File: src/rtl/uart_tx_cfg_if.sv
// Write-side bus of the configurable UART transmitter: byte strobe/data in,
// FIFO status back to the register block.
interface uart_tx_cfg_if #(
  parameter int unsigned FIFO_DEPTH = 16
);
  localparam int unsigned LVL_W = $clog2(FIFO_DEPTH + 1);

  logic             tx_we;
  logic [7:0]       din;
  logic             full;
  logic             empty;
  logic [LVL_W-1:0] level;
  logic             overflow;

  modport master (output tx_we, output din,
                  input  full, input empty, input level, input overflow);
  modport slave  (input  tx_we, input din,
                  output full, output empty, output level, output overflow);
endinterface

File: src/rtl/uart_tx_cfg.sv
// Runtime-configurable UART transmitter (5-8 data bits, optional parity,
// 1/2 stop bits) fed from an internal byte FIFO.
module uart_tx_cfg #(
  parameter int unsigned FIFO_DEPTH = 16
) (
  input  logic          clk_i,
  input  logic          rst_i,
  input  logic [15:0]   baud_div_i,
  input  logic [1:0]    data_bits_i,
  input  logic          parity_en_i,
  input  logic          parity_odd_i,
  input  logic          stop2_i,
  input  logic          tx_en_i,
  uart_tx_cfg_if.slave  wr,
  output logic          busy_o,
  output logic          done_o,
  output logic          tx_o
);
  localparam int unsigned LVL_W = $clog2(FIFO_DEPTH + 1);
  localparam int unsigned PTR_W = $clog2(FIFO_DEPTH);
  localparam int unsigned DIV_W = 16;
  localparam int unsigned DAT_W = 8;
  localparam int unsigned BIT_W = 3;

  typedef enum logic [2:0] {S_IDLE, S_START, S_DATA, S_PARITY, S_STOP} state_e;

  logic [DAT_W-1:0] mem_q [FIFO_DEPTH];
  logic [PTR_W-1:0] wptr_q, rptr_q;
  logic [LVL_W-1:0] count_q;
  logic             overflow_q;
  logic             full, empty, push, pop, can_start, bit_end;

  state_e           state_q, state_d;
  logic [DIV_W-1:0] cnt_q, cnt_d, last_q, last_d;
  logic [BIT_W-1:0] bit_q, bit_d, data_last;
  logic [DAT_W-1:0] shift_q, shift_d;
  logic             par_q, par_d;
  logic [1:0]       dbits_q, dbits_d;
  logic             pen_q, pen_d, podd_q, podd_d, stop2_q, stop2_d;
  logic             tx_q, tx_d, done_q, done_d, busy_q;

  assign full      = (count_q == LVL_W'(FIFO_DEPTH));
  assign empty     = (count_q == '0);
  assign push      = wr.tx_we && !full;
  assign can_start = !empty && tx_en_i;
  assign bit_end   = (cnt_q == last_q);
  assign data_last = {1'b1, dbits_q};

  assign wr.full     = full;
  assign wr.empty    = empty;
  assign wr.level    = count_q;
  assign wr.overflow = overflow_q;
  assign busy_o      = busy_q;
  assign done_o      = done_q;
  assign tx_o        = tx_q;

  // Storage array carries no reset; occupancy is tracked by count_q.
  always_ff @(posedge clk_i) begin
    if (push) mem_q[wptr_q] <= wr.din;
  end

  always_ff @(posedge clk_i) begin
    if (rst_i) begin
      wptr_q     <= '0;
      rptr_q     <= '0;
      count_q    <= '0;
      overflow_q <= 1'b0;
    end else begin
      overflow_q <= wr.tx_we && full;
      if (push) wptr_q <= wptr_q + PTR_W'(1);
      if (pop)  rptr_q <= rptr_q + PTR_W'(1);
      if (push && !pop)      count_q <= count_q + LVL_W'(1);
      else if (pop && !push) count_q <= count_q - LVL_W'(1);
    end
  end

  always_ff @(posedge clk_i) begin
    if (rst_i) begin
      state_q <= S_IDLE;
      cnt_q   <= '0;
      last_q  <= '0;
      bit_q   <= '0;
      shift_q <= '0;
      par_q   <= 1'b0;
      dbits_q <= '0;
      pen_q   <= 1'b0;
      podd_q  <= 1'b0;
      stop2_q <= 1'b0;
      tx_q    <= 1'b1;
      done_q  <= 1'b0;
      busy_q  <= 1'b0;
    end else begin
      state_q <= state_d;
      cnt_q   <= cnt_d;
      last_q  <= last_d;
      bit_q   <= bit_d;
      shift_q <= shift_d;
      par_q   <= par_d;
      dbits_q <= dbits_d;
      pen_q   <= pen_d;
      podd_q  <= podd_d;
      stop2_q <= stop2_d;
      tx_q    <= tx_d;
      done_q  <= done_d;
      busy_q  <= (state_d != S_IDLE);
    end
  end

  // Next-state logic; line level and done are computed for the next cycle so they leave flops.
  always_comb begin
    state_d = state_q;
    cnt_d   = cnt_q + DIV_W'(1);
    last_d  = last_q;
    bit_d   = bit_q;
    shift_d = shift_q;
    par_d   = par_q;
    dbits_d = dbits_q;
    pen_d   = pen_q;
    podd_d  = podd_q;
    stop2_d = stop2_q;
    pop     = 1'b0;
    tx_d    = 1'b1;
    done_d  = 1'b0;

    case (state_q)
      S_IDLE: begin
        cnt_d = '0;
        pop   = can_start;
      end
      S_START: begin
        if (bit_end) begin
          state_d = S_DATA;
          cnt_d   = '0;
          bit_d   = '0;
        end
      end
      S_DATA: begin
        if (bit_end) begin
          cnt_d   = '0;
          par_d   = par_q ^ shift_q[0];
          shift_d = shift_q >> 1;
          if (bit_q == data_last) begin
            bit_d   = '0;
            state_d = pen_q ? S_PARITY : S_STOP;
          end else begin
            bit_d = bit_q + BIT_W'(1);
          end
        end
      end
      S_PARITY: begin
        if (bit_end) begin
          state_d = S_STOP;
          cnt_d   = '0;
          bit_d   = '0;
        end
      end
      S_STOP: begin
        if (bit_end) begin
          cnt_d = '0;
          if (stop2_q && bit_q == '0) bit_d = BIT_W'(1);
          else if (can_start)         pop = 1'b1;
          else                        state_d = S_IDLE;
        end
      end
      default: state_d = S_IDLE;
    endcase

    // Frame start: pop head and freeze the line configuration for this frame.
    if (pop) begin
      state_d = S_START;
      cnt_d   = '0;
      bit_d   = '0;
      shift_d = mem_q[rptr_q];
      par_d   = 1'b0;
      dbits_d = data_bits_i;
      pen_d   = parity_en_i;
      podd_d  = parity_odd_i;
      stop2_d = stop2_i;
      last_d  = (baud_div_i == '0) ? '0 : baud_div_i - DIV_W'(1);
    end

    case (state_d)
      S_START:  tx_d = 1'b0;
      S_DATA:   tx_d = shift_d[0];
      S_PARITY: tx_d = par_d ^ podd_d;
      default:  tx_d = 1'b1;
    endcase

    done_d = (state_d == S_STOP) && (cnt_d == last_d) && (bit_d == BIT_W'(stop2_d));
  end
endmodule

File: src/flat_wrapper.sv
// flat-port wrapper written by rule: the top's interface ports become plain ports
module uart_tx_cfg_flat 
#(
  parameter int unsigned FIFO_DEPTH = 16
)
  (clk_i, rst_i, baud_div_i, data_bits_i, parity_en_i, parity_odd_i, stop2_i, tx_en_i, busy_o, done_o, tx_o, wr_tx_we, wr_din, wr_full, wr_empty, wr_level, wr_overflow);
  uart_tx_cfg_if #(.FIFO_DEPTH(FIFO_DEPTH)) wr_i ();
  input  logic clk_i;
  input  logic rst_i;
  input  logic [15:0] baud_div_i;
  input  logic [1:0] data_bits_i;
  input  logic parity_en_i;
  input  logic parity_odd_i;
  input  logic stop2_i;
  input  logic tx_en_i;
  output logic busy_o;
  output logic done_o;
  output logic tx_o;
  input wire logic [$bits(wr_i.tx_we)-1:0] wr_tx_we;
  input wire logic [$bits(wr_i.din)-1:0] wr_din;
  output wire logic [$bits(wr_i.full)-1:0] wr_full;
  output wire logic [$bits(wr_i.empty)-1:0] wr_empty;
  output wire logic [$bits(wr_i.level)-1:0] wr_level;
  output wire logic [$bits(wr_i.overflow)-1:0] wr_overflow;
  assign wr_i.tx_we = wr_tx_we;
  assign wr_i.din = wr_din;
  assign wr_full = wr_i.full;
  assign wr_empty = wr_i.empty;
  assign wr_level = wr_i.level;
  assign wr_overflow = wr_i.overflow;
  uart_tx_cfg #(.FIFO_DEPTH(FIFO_DEPTH)) u_core (.clk_i(clk_i), .rst_i(rst_i), .baud_div_i(baud_div_i), .data_bits_i(data_bits_i), .parity_en_i(parity_en_i), .parity_odd_i(parity_odd_i), .stop2_i(stop2_i), .tx_en_i(tx_en_i), .wr(wr_i), .busy_o(busy_o), .done_o(done_o), .tx_o(tx_o));
endmodule
File: config.mk
export PLATFORM = sky130hd
export DESIGN_NAME = uart_tx_cfg_flat
export DESIGN_NICKNAME = d
export VERILOG_FILES = /design/src/rtl/uart_tx_cfg_if.sv /design/src/rtl/uart_tx_cfg.sv /design/src/flat_wrapper.sv
export SDC_FILE = /design/constraint.sdc
export NUM_CORES = 1
export LEC_CHECK = 0
export CAP_MARGIN = 10
export CORE_MARGIN = 1
export CORE_UTILIZATION = 55
export DETAILED_ROUTE_END_ITERATION = 12
export PLACE_DENSITY = 0.74
export SYNTH_ARGS = -nofsm -noshare
export SYNTH_HDL_FRONTEND = slang
export SYNTH_SLANG_ARGS = --single-unit
File: constraint.sdc
create_clock -name clk_i -period 5.15 [get_ports clk_i]
set_clock_uncertainty 0.2 [all_clocks]
set_input_delay 1.03 -clock clk_i [delete_from_list [all_inputs] [get_ports clk_i]]
set_output_delay 1.03 -clock clk_i [all_outputs]
set_load 0.02 [all_outputs]
==> results of run 1 <==
## power by group
| group | switching [mW] | leakage [nW] | internal, mW | total (mW) |
|---|---|---|---|---|
| logic | 0.862 | 1.44 | 0.742 | 1.60 |
| registers | 0.192 | 1.75 | 1.87 | 2.06 |
| clock network | 0.571 | 0.308 | 0.842 | 1.41 |
| total | 1.63 | 3.50 | 3.45 | 5.08 |
## cells in the mapped netlist (4+ instances only)
cell type  instances
inv_1             17
a22oi_1            7
nor4_1             9
nand2b_1          11
o21a_1             5
and2_1             4
buf_1              6
clkbuf_1          25
nor2_1            81
nand4_1            8
edfxtp_1         128
mux2i_1           14
o211ai_1           8
nand3b_1           5
xor2_1            37
nor4b_1            5
o21ai_0           14
xnor2_1           25
mux4_2            40
a31oi_1            4
ha_1              14
dfxtp_1           73
a21oi_1           33
nor2b_1            8
nand3_1           10
nor3_1            21
or4_1              5
nand2_1           47
## placed cells by master (no fill, tap or decap), types with 7 or more instances in the layout
master | Yosys | layout
a21oi_1 | 33 | 33
a22oi_1 | 7 | 7
buf_4 | 2 | 9
clkbuf_1 | 25 | 8
clkbuf_16 | 0 | 21
clkdlybuf4s50_1 | 0 | 42
dfxtp_1 | 73 | 71
edfxtp_1 | 128 | 128
ha_1 | 14 | 14
inv_1 | 17 | 17
mux2i_1 | 14 | 14
mux4_2 | 40 | 40
nand2_1 | 47 | 47
nand2b_1 | 11 | 11
nand3_1 | 10 | 10
nand4_1 | 8 | 8
nor2_1 | 81 | 81
nor2b_1 | 8 | 8
nor3_1 | 21 | 21
nor4_1 | 9 | 9
o211ai_1 | 8 | 8
o21ai_0 | 14 | 14
xnor2_1 | 25 | 25
xor2_1 | 37 | 37
## area by class of cell
type                       instances  area (um^2)  area share (%)
clock buffer                      32        596.8           5.706
multi-input combinational        465         3686           35.24
inverter                          18        67.56          0.6459
sequential                       201         5308           50.74
clock inverter                     2        38.79          0.3708
timing repair buffer              52        493.0           4.713
tap                              216        270.3           2.584
## layer usage
layer | up-vias | share of wire (%) | routed length [um] | global-route usage [%]
met5 | - | 0 | 0 | 0
met4 | 0 | 2.7 | 522 | 7.364
met3 | 40 | 4.9 | 955 | 3.511
met2 | 194 | 50 | 9804 | 40.71
met1 | 2865 | 42 | 8281 | 29.81
li1 | 2756 | - | - | -
## worst register-to-register path, delay by kind of cell (launching register included)
| family | cells | cell delay, ns |
|---|---|---|
| buffers and inverters | 1 | 0.40 |
| muxes | 1 | 0.41 |
| xor gates and xnor gates | 2 | 0.28 |
| AOI/OAI and AO/OA | 3 | 1.23 |
| and+or+nand+nor | 3 | 1.32 |
| DFF | 1 | 0.36 |
## cells by family (layout without fill, tap and decap cells)
| group | Yosys count | after routing | share of synthesized area, % |
|---|---|---|---|
| and+or+nand+nor | 236 | 236 | 13.32 |
| xor gates and xnor gates | 62 | 62 | 5.893 |
| muxes | 56 | 56 | 11.54 |
| adders and majority gates | 17 | 17 | 2.335 |
| DFF | 201 | 201 | 57.57 |
| AOI/OAI and AO/OA | 94 | 94 | 6.843 |
| buffers and inverters | 56 | 104 | 2.498 |
## how the worst min path moves through the flow
| stage | startpoint | end | slack [ns] | cells after the start |
|---|---|---|---|---|
| floorplan | u_core.shift_q[7]$_SDFFE_PP0P_ | u_core.shift_q[6]$_SDFFE_PP0P_ | 0.23 | 2 |
| global placement | u_core.shift_q[7]$_SDFFE_PP0P_ | u_core.shift_q[6]$_SDFFE_PP0P_ | 0.24 | 2 |
| detailed placement | u_core.shift_q[2]$_SDFFE_PP0P_ | u_core.shift_q[1]$_SDFFE_PP0P_ | 0.25 | 2 |
| CTS | u_core.shift_q[2]$_SDFFE_PP0P_ | u_core.shift_q[1]$_SDFFE_PP0P_ | 0.26 | 2 |
| global route | u_core.shift_q[7]$_SDFFE_PP0P_ | u_core.shift_q[6]$_SDFFE_PP0P_ | 0.29 | 2 |
| finish | u_core.shift_q[2]$_SDFFE_PP0P_ | u_core.shift_q[1]$_SDFFE_PP0P_ | 0.25 | 2 |
## flip-flops by register name, indices dropped and copies added (netlist names), 2 cells and up, named ones only
| register | count |
|---|---|
| u_core.mem_q | 128 |
| u_core.cnt_q | 16 |
| u_core.last_q | 16 |
| u_core.shift_q | 8 |
| u_core.wr.level | 5 |
| u_core.rptr_q | 4 |
| u_core.wptr_q | 4 |
| u_core.bit_q | 3 |
| u_core.state_q | 3 |
| u_core.dbits_q | 2 |
## stage by stage
step / cells / power, mW / util (%) / hold slack (ns)
after floorplan: 722 / 3.270 / - / 0.2320
after global placement: 952 / 3.638 / 60.96 / 0.2417
after detailed placement: 952 / 3.692 / 60.96 / 0.2503
after CTS: 986 / 5.106 / 64.91 / 0.2585
after global routing: 986 / 5.333 / 64.91 / 0.2883
final: 986 / 5.076 / 64.91 / 0.2539
==> flow_metrics.env, run 1 <==
export IMPL_outcome="finished, final reports clean"
export IMPL_numCtsBuffers=21
export IMPL_fmax_ghz=0.2326
export IMPL_wl_mm=19.56
export IMPL_drive_gt1_share_pct=12.21
export IMPL_cellPowerDensity_mw_per_mm2=485.2
export IMPL_critPathLaunchType="flip-flop"
export IMPL_criticalPathCategory="flip-flop to flip-flop"
export IMPL_num_rows=46
export IMPL_cp_slowest_cell="o21ai_4"
export IMPL_worstMarginPinSlew_ns=1.067
export IMPL_cts_resized=0
export IMPL_die_h_um=131.4
export IMPL_ys_seq_area_share_pct=57.57
export IMPL_min_path_type="flip-flop to flip-flop"
export IMPL_finalCriticalPeriod_ns=4.299
export IMPL_critPathTopFamily="simple AND/OR/NAND/NOR gates"
export IMPL_ctsRootBufferMaster="clkbuf_16"
export IMPL_crit_path_end_kind="flip-flop"
export IMPL_crit_path_end="u_core.done_o$_SDFF_PP0_"
export IMPL_cts_setup_buffers=0
export IMPL_syn_area_per_cell_um2=12.76
export IMPL_antenna_found_initial=0
export IMPL_port_buffers=43
export IMPL_r2r_start="u_core.last_q[4]$_SDFF_PP0_"
export IMPL_grt_pass1_vias=5978
export IMPL_rsz0062_at_grt="no"
export IMPL_finalNetCount=807
export IMPL_num_vias=5855
export IMPL_cts_sinks=201
export IMPL_async_flop_share_pct=0
export IMPL_drv_slew=0
export IMPL_cts_tree="done"
export IMPL_vdd_ir_drop_max_v=0.0003295
export IMPL_crit_fanout=20
export IMPL_h_tree_depth=1
export IMPL_setup_tns_ns=0
export IMPL_cp_buffers_inverters=1
export IMPL_grt_use_total_pct=23.31
export IMPL_synth_top_cell_area_share_pct=41.71
export IMPL_r2r_end="u_core.done_o$_SDFF_PP0_"
export IMPL_synth_area_leader_cell="edfxtp_1"
export IMPL_power_leakage_nw=3.499
export IMPL_area_growth_pct=13.51
export IMPL_finalHoldViolCount=0
export IMPL_worstSkewPairLatency_ns=0.50
export IMPL_drc_errors=0
export IMPL_ant_nets=0
export IMPL_fillers=1205
export IMPL_cp_startpoint="u_core.last_q[4]$_SDFF_PP0_"
export IMPL_fin_ws_ns=0.8512
export IMPL_synthCells=722
export IMPL_synth_flop_cell="edfxtp_1"
export IMPL_yosysWarningCount=0
export IMPL_place_hpwl_mm=13.48
export IMPL_synth_fp_nets=770
export IMPL_gp_congestion=0.8879
export IMPL_place_area_mm2=0.009824
export IMPL_grt_overflow=0
export IMPL_drtIter0Drc=459
export IMPL_cts_hold_buf=0
export IMPL_finalSetupViolCount=0
export IMPL_fin_area_mm2=0.01046
export IMPL_grt_max_degree=54
export IMPL_start_util_pct=57.18
export IMPL_ff2ff_path_depth=10
export IMPL_diodes=0
export IMPL_synth_seq_cells=201
export IMPL_path_cells="xor2_1 -> nor4_1 -> nand4_2 -> o21ai_4 -> buf_4 -> mux2i_1 -> xnor2_1 -> or4_1 -> a211o_1 -> a2111oi_4"
export IMPL_cp_data_required_time_ns=5.34
export IMPL_slew_headroom_pct=28.70
export IMPL_critical_path_max_stage_delay_ns=0.62
export IMPL_routedWlPerCell_um=19.84
export IMPL_netlist_area_mm2=0.009215
export IMPL_rrSetupSlack_ns=0.85
export IMPL_design_portCount=44
export IMPL_critical_path_arrival_ns=4.48
export IMPL_place_ws_ns=0.5278
export IMPL_max_cap_viol_count=0
export IMPL_clkTransAtPathRegs_ns=0.06
export IMPL_synth_distinct_cells=64
export IMPL_die_area_mm2=0.01728
export IMPL_layout_worst_path_cycle_share_pct=83.47
export IMPL_via_per_inst=5.938
export IMPL_design_core_area_mm2=0.01612
export IMPL_cp_depth=10
export IMPL_synth_edf_count=128
export IMPL_grt_pass1_wl_mm=31.53
export IMPL_clockBufferDepth=3
export IMPL_dr_pass1_iters=4
export IMPL_synth_area_top_cells="edfxtp_1 (42%), dfxtp_1 (16%), mux4_2 (9.8%)"
export IMPL_fp_dieW_um=131.4
No activity file was read; power rests on OpenSTA's default activity.
==> inputs of run 2 (changes only) <==
Settings changed: CORE_UTILIZATION 55 to 54, PLACE_DENSITY 0.74 to 0.75.
Clock period 5.15 ns to 3.9 ns, I/O delays scaled along.
==> run 2 against run 1 <==
Compared with the run above: clock power grew 43%; largest power group unchanged; critical path type is now input pin to flip-flop; critical endpoint unchanged; combinational power grew 50%; highest routed layer unchanged; core utilization grew 0.90 points; sequential power grew 27%; sequential share of layout area shrank 2.3 points; cell count grew 6.5%; critical path depth grew 2; total power grew 38%.
==> flow_metrics.env, run 2 (synthesized netlist as in run 1, its figures left out) <==
export IMPL_outcome="finished, final reports clean"
export IMPL_ctsRootBufferMaster="clkbuf_16"
export IMPL_path_cells="clkdlybuf4s50_1 -> inv_1 -> ha_1 -> nor2b_1 -> nand4b_1 -> nor4b_1 -> mux2i_1 -> o211ai_1 -> o32ai_1 -> a31oi_1 -> or4_4 -> a2111oi_4"
export IMPL_critical_path_max_stage_delay_ns=0.57
export IMPL_critical_path_arrival_ns=3.93
export IMPL_cp_slowest_cell="or4_4"
export IMPL_cts_hold_buf=0
export IMPL_grt_pass1_wl_mm=33.31
export IMPL_top_regs="u_core.mem_q: 128 flops, u_core.cnt_q: 16 flops, u_core.last_q: 16 flops"
export IMPL_clockBufferDepth=3
export IMPL_routedWlPerCell_um=19.78
export IMPL_finalSetupViolCount=0
export IMPL_place_hpwl_mm=14.26
export IMPL_finalHoldViolCount=0
export IMPL_min_path_type="flip-flop to flip-flop"
export IMPL_worstMarginPinSlew_ns=0.8814
export IMPL_numCtsBuffers=22
export IMPL_crit_fanout=4
export IMPL_die_h_um=132.6
export IMPL_area_growth_pct=18.85
export IMPL_drc_errors=0
export IMPL_layout_commonest_cell="edfxtp_1"
export IMPL_h_tree_depth=1
export IMPL_cts_setup_buffers=0
export IMPL_dr_pass1_iters=5
export IMPL_fin_util_pct=65.81
export IMPL_port_buffers=43
export IMPL_finalCriticalPeriod_ns=3.716
export IMPL_worstSkewPairLatency_ns=0.51
export IMPL_rsz0062_at_grt="no"
export IMPL_fp_dieW_um=132.6
export IMPL_finalNetCount=862
export IMPL_place_area_mm2=0.01025
export IMPL_grt_use_total_pct=24.35
export IMPL_final_cell_mix="edfxtp_1 (128), nor2_1 (81), dfxtp_1 (72), buf_4 (62), nand2_1 (47)"
export IMPL_via_per_inst=5.873
export IMPL_grt_max_degree=54
export IMPL_largest_reg_flops=128
export IMPL_cellPowerDensity_mw_per_mm2=641.8
export IMPL_cp_data_required_time_ns=4.12
export IMPL_gp_congestion=0.9264
export IMPL_vdd_ir_drop_max_v=0.0004261
export IMPL_critPathTopFamily="simple AND/OR/NAND/NOR gates"
export IMPL_cts_resized=0
export IMPL_die_area_mm2=0.01759
export IMPL_start_util_pct=55.37
export IMPL_total_power_mw=7.029
export IMPL_regArea_mm2=0.005306
export IMPL_antenna_found_initial=0
export IMPL_slew_headroom_pct=41.03
export IMPL_design_portCount=44
export IMPL_criticalPathCategory="input pin to flip-flop"
export IMPL_power_leakage_nw=3.803
export IMPL_num_vias=6167
export IMPL_clkTransAtPathRegs_ns=0.06
export IMPL_cts_tree="done"
export IMPL_drive_gt1_share_pct=18.07
export IMPL_diodes=0
export IMPL_ant_nets=0
export IMPL_fin_cells=1050
export IMPL_crit_path_end_kind="flip-flop"
export IMPL_multi_input_area_mm2=0.003686
export IMPL_wl_mm=20.77
export IMPL_setup_tns_ns=0
export IMPL_fmax_ghz=0.2691
export IMPL_drv_slew=0
export IMPL_fin_area_mm2=0.01095
export IMPL_place_inst=1010
export IMPL_cp_buffers_inverters=2
export IMPL_max_cap_viol_count=0
export IMPL_grt_pass1_vias=6246
export IMPL_fillers=1175
export IMPL_design_core_area_mm2=0.01664
export IMPL_top_register="u_core.mem_q"
export IMPL_layout_worst_path_cycle_share_pct=95.27
export IMPL_grt_overflow=0
export IMPL_drtIter0Drc=446
export IMPL_cts_sinks=201
export IMPL_critPathLaunchType="input pin"
export IMPL_num_rows=47
## run 2: cell count changes in the layout (fill, tap and decap cells not counted), moves of 2 or more
cell / change
buf_4: +53
clkinv_2: +3
clkinv_1: +5
clkbuf_8: -3
clkbuf_1: -2
## run 2: cell type report
class	instances	area share, %
clock buffer	28	5.232
clock inverter	12	1.211
inverter	18	0.6169
multi-input combinational	465	33.66
sequential	201	48.45
tap	220	2.513
timing repair buffer	106	8.317
## run 2: tightest hold or removal path: cells and delay by family (launching register included)
family | cells | cell delay (ns)
AO/OA/AOI/OAI | 1 | 0.05
flip-flops | 1 | 0.31
AND/OR/NAND/NOR | 1 | 0.05
## run 2: metrics by stage
step	worst slack, ns	hold slack (ns)
floorplan	0.007582	0.2320
global placement	-0.1975	0.2404
detailed placement	-0.2899	0.2529
CTS	0.2241	0.2604
global route	0.01063	0.2779
finish	0.1843	0.2602
## run 2: path summary, 6_finish.rpt
| path | startpoint | endpoint | slack [ns] | cells after the start |
|---|---|---|---|---|
| hold / removal | u_core.shift_q[2]$_SDFFE_PP0P_ | u_core.shift_q[1]$_SDFFE_PP0P_ | 0.26 | 2 |
| hold reg to reg | u_core.shift_q[2]$_SDFFE_PP0P_ | u_core.shift_q[1]$_SDFFE_PP0P_ | 0.26 | 2 |
| setup reg to reg | u_core.cnt_q[7]$_SDFF_PP0_ | u_core.done_o$_SDFF_PP0_ | 0.26 | 9 |
| setup / recovery | baud_div_i[0] | u_core.done_o$_SDFF_PP0_ | 0.18 | 12 |
## run 2: layer usage
metal	global-route usage, %	share of wire [%]
met5	0	0
met4	7.663	2.3
met3	3.410	4.2
met1	30.72	42
met2	43.36	52
## run 2: where the power goes
part	internal (mW)	switching, mW	leakage (nW)	total, mW
logic	1.12	1.29	1.71	2.40
clock network	1.18	0.831	0.342	2.01
registers	2.46	0.150	1.75	2.61
==> inputs of run 3 (changes only) <==
Settings changed: CORE_MARGIN 1 to not set.
==> results of run 3 <==
Final layout, timing and power as in run 2 (identical DEF).
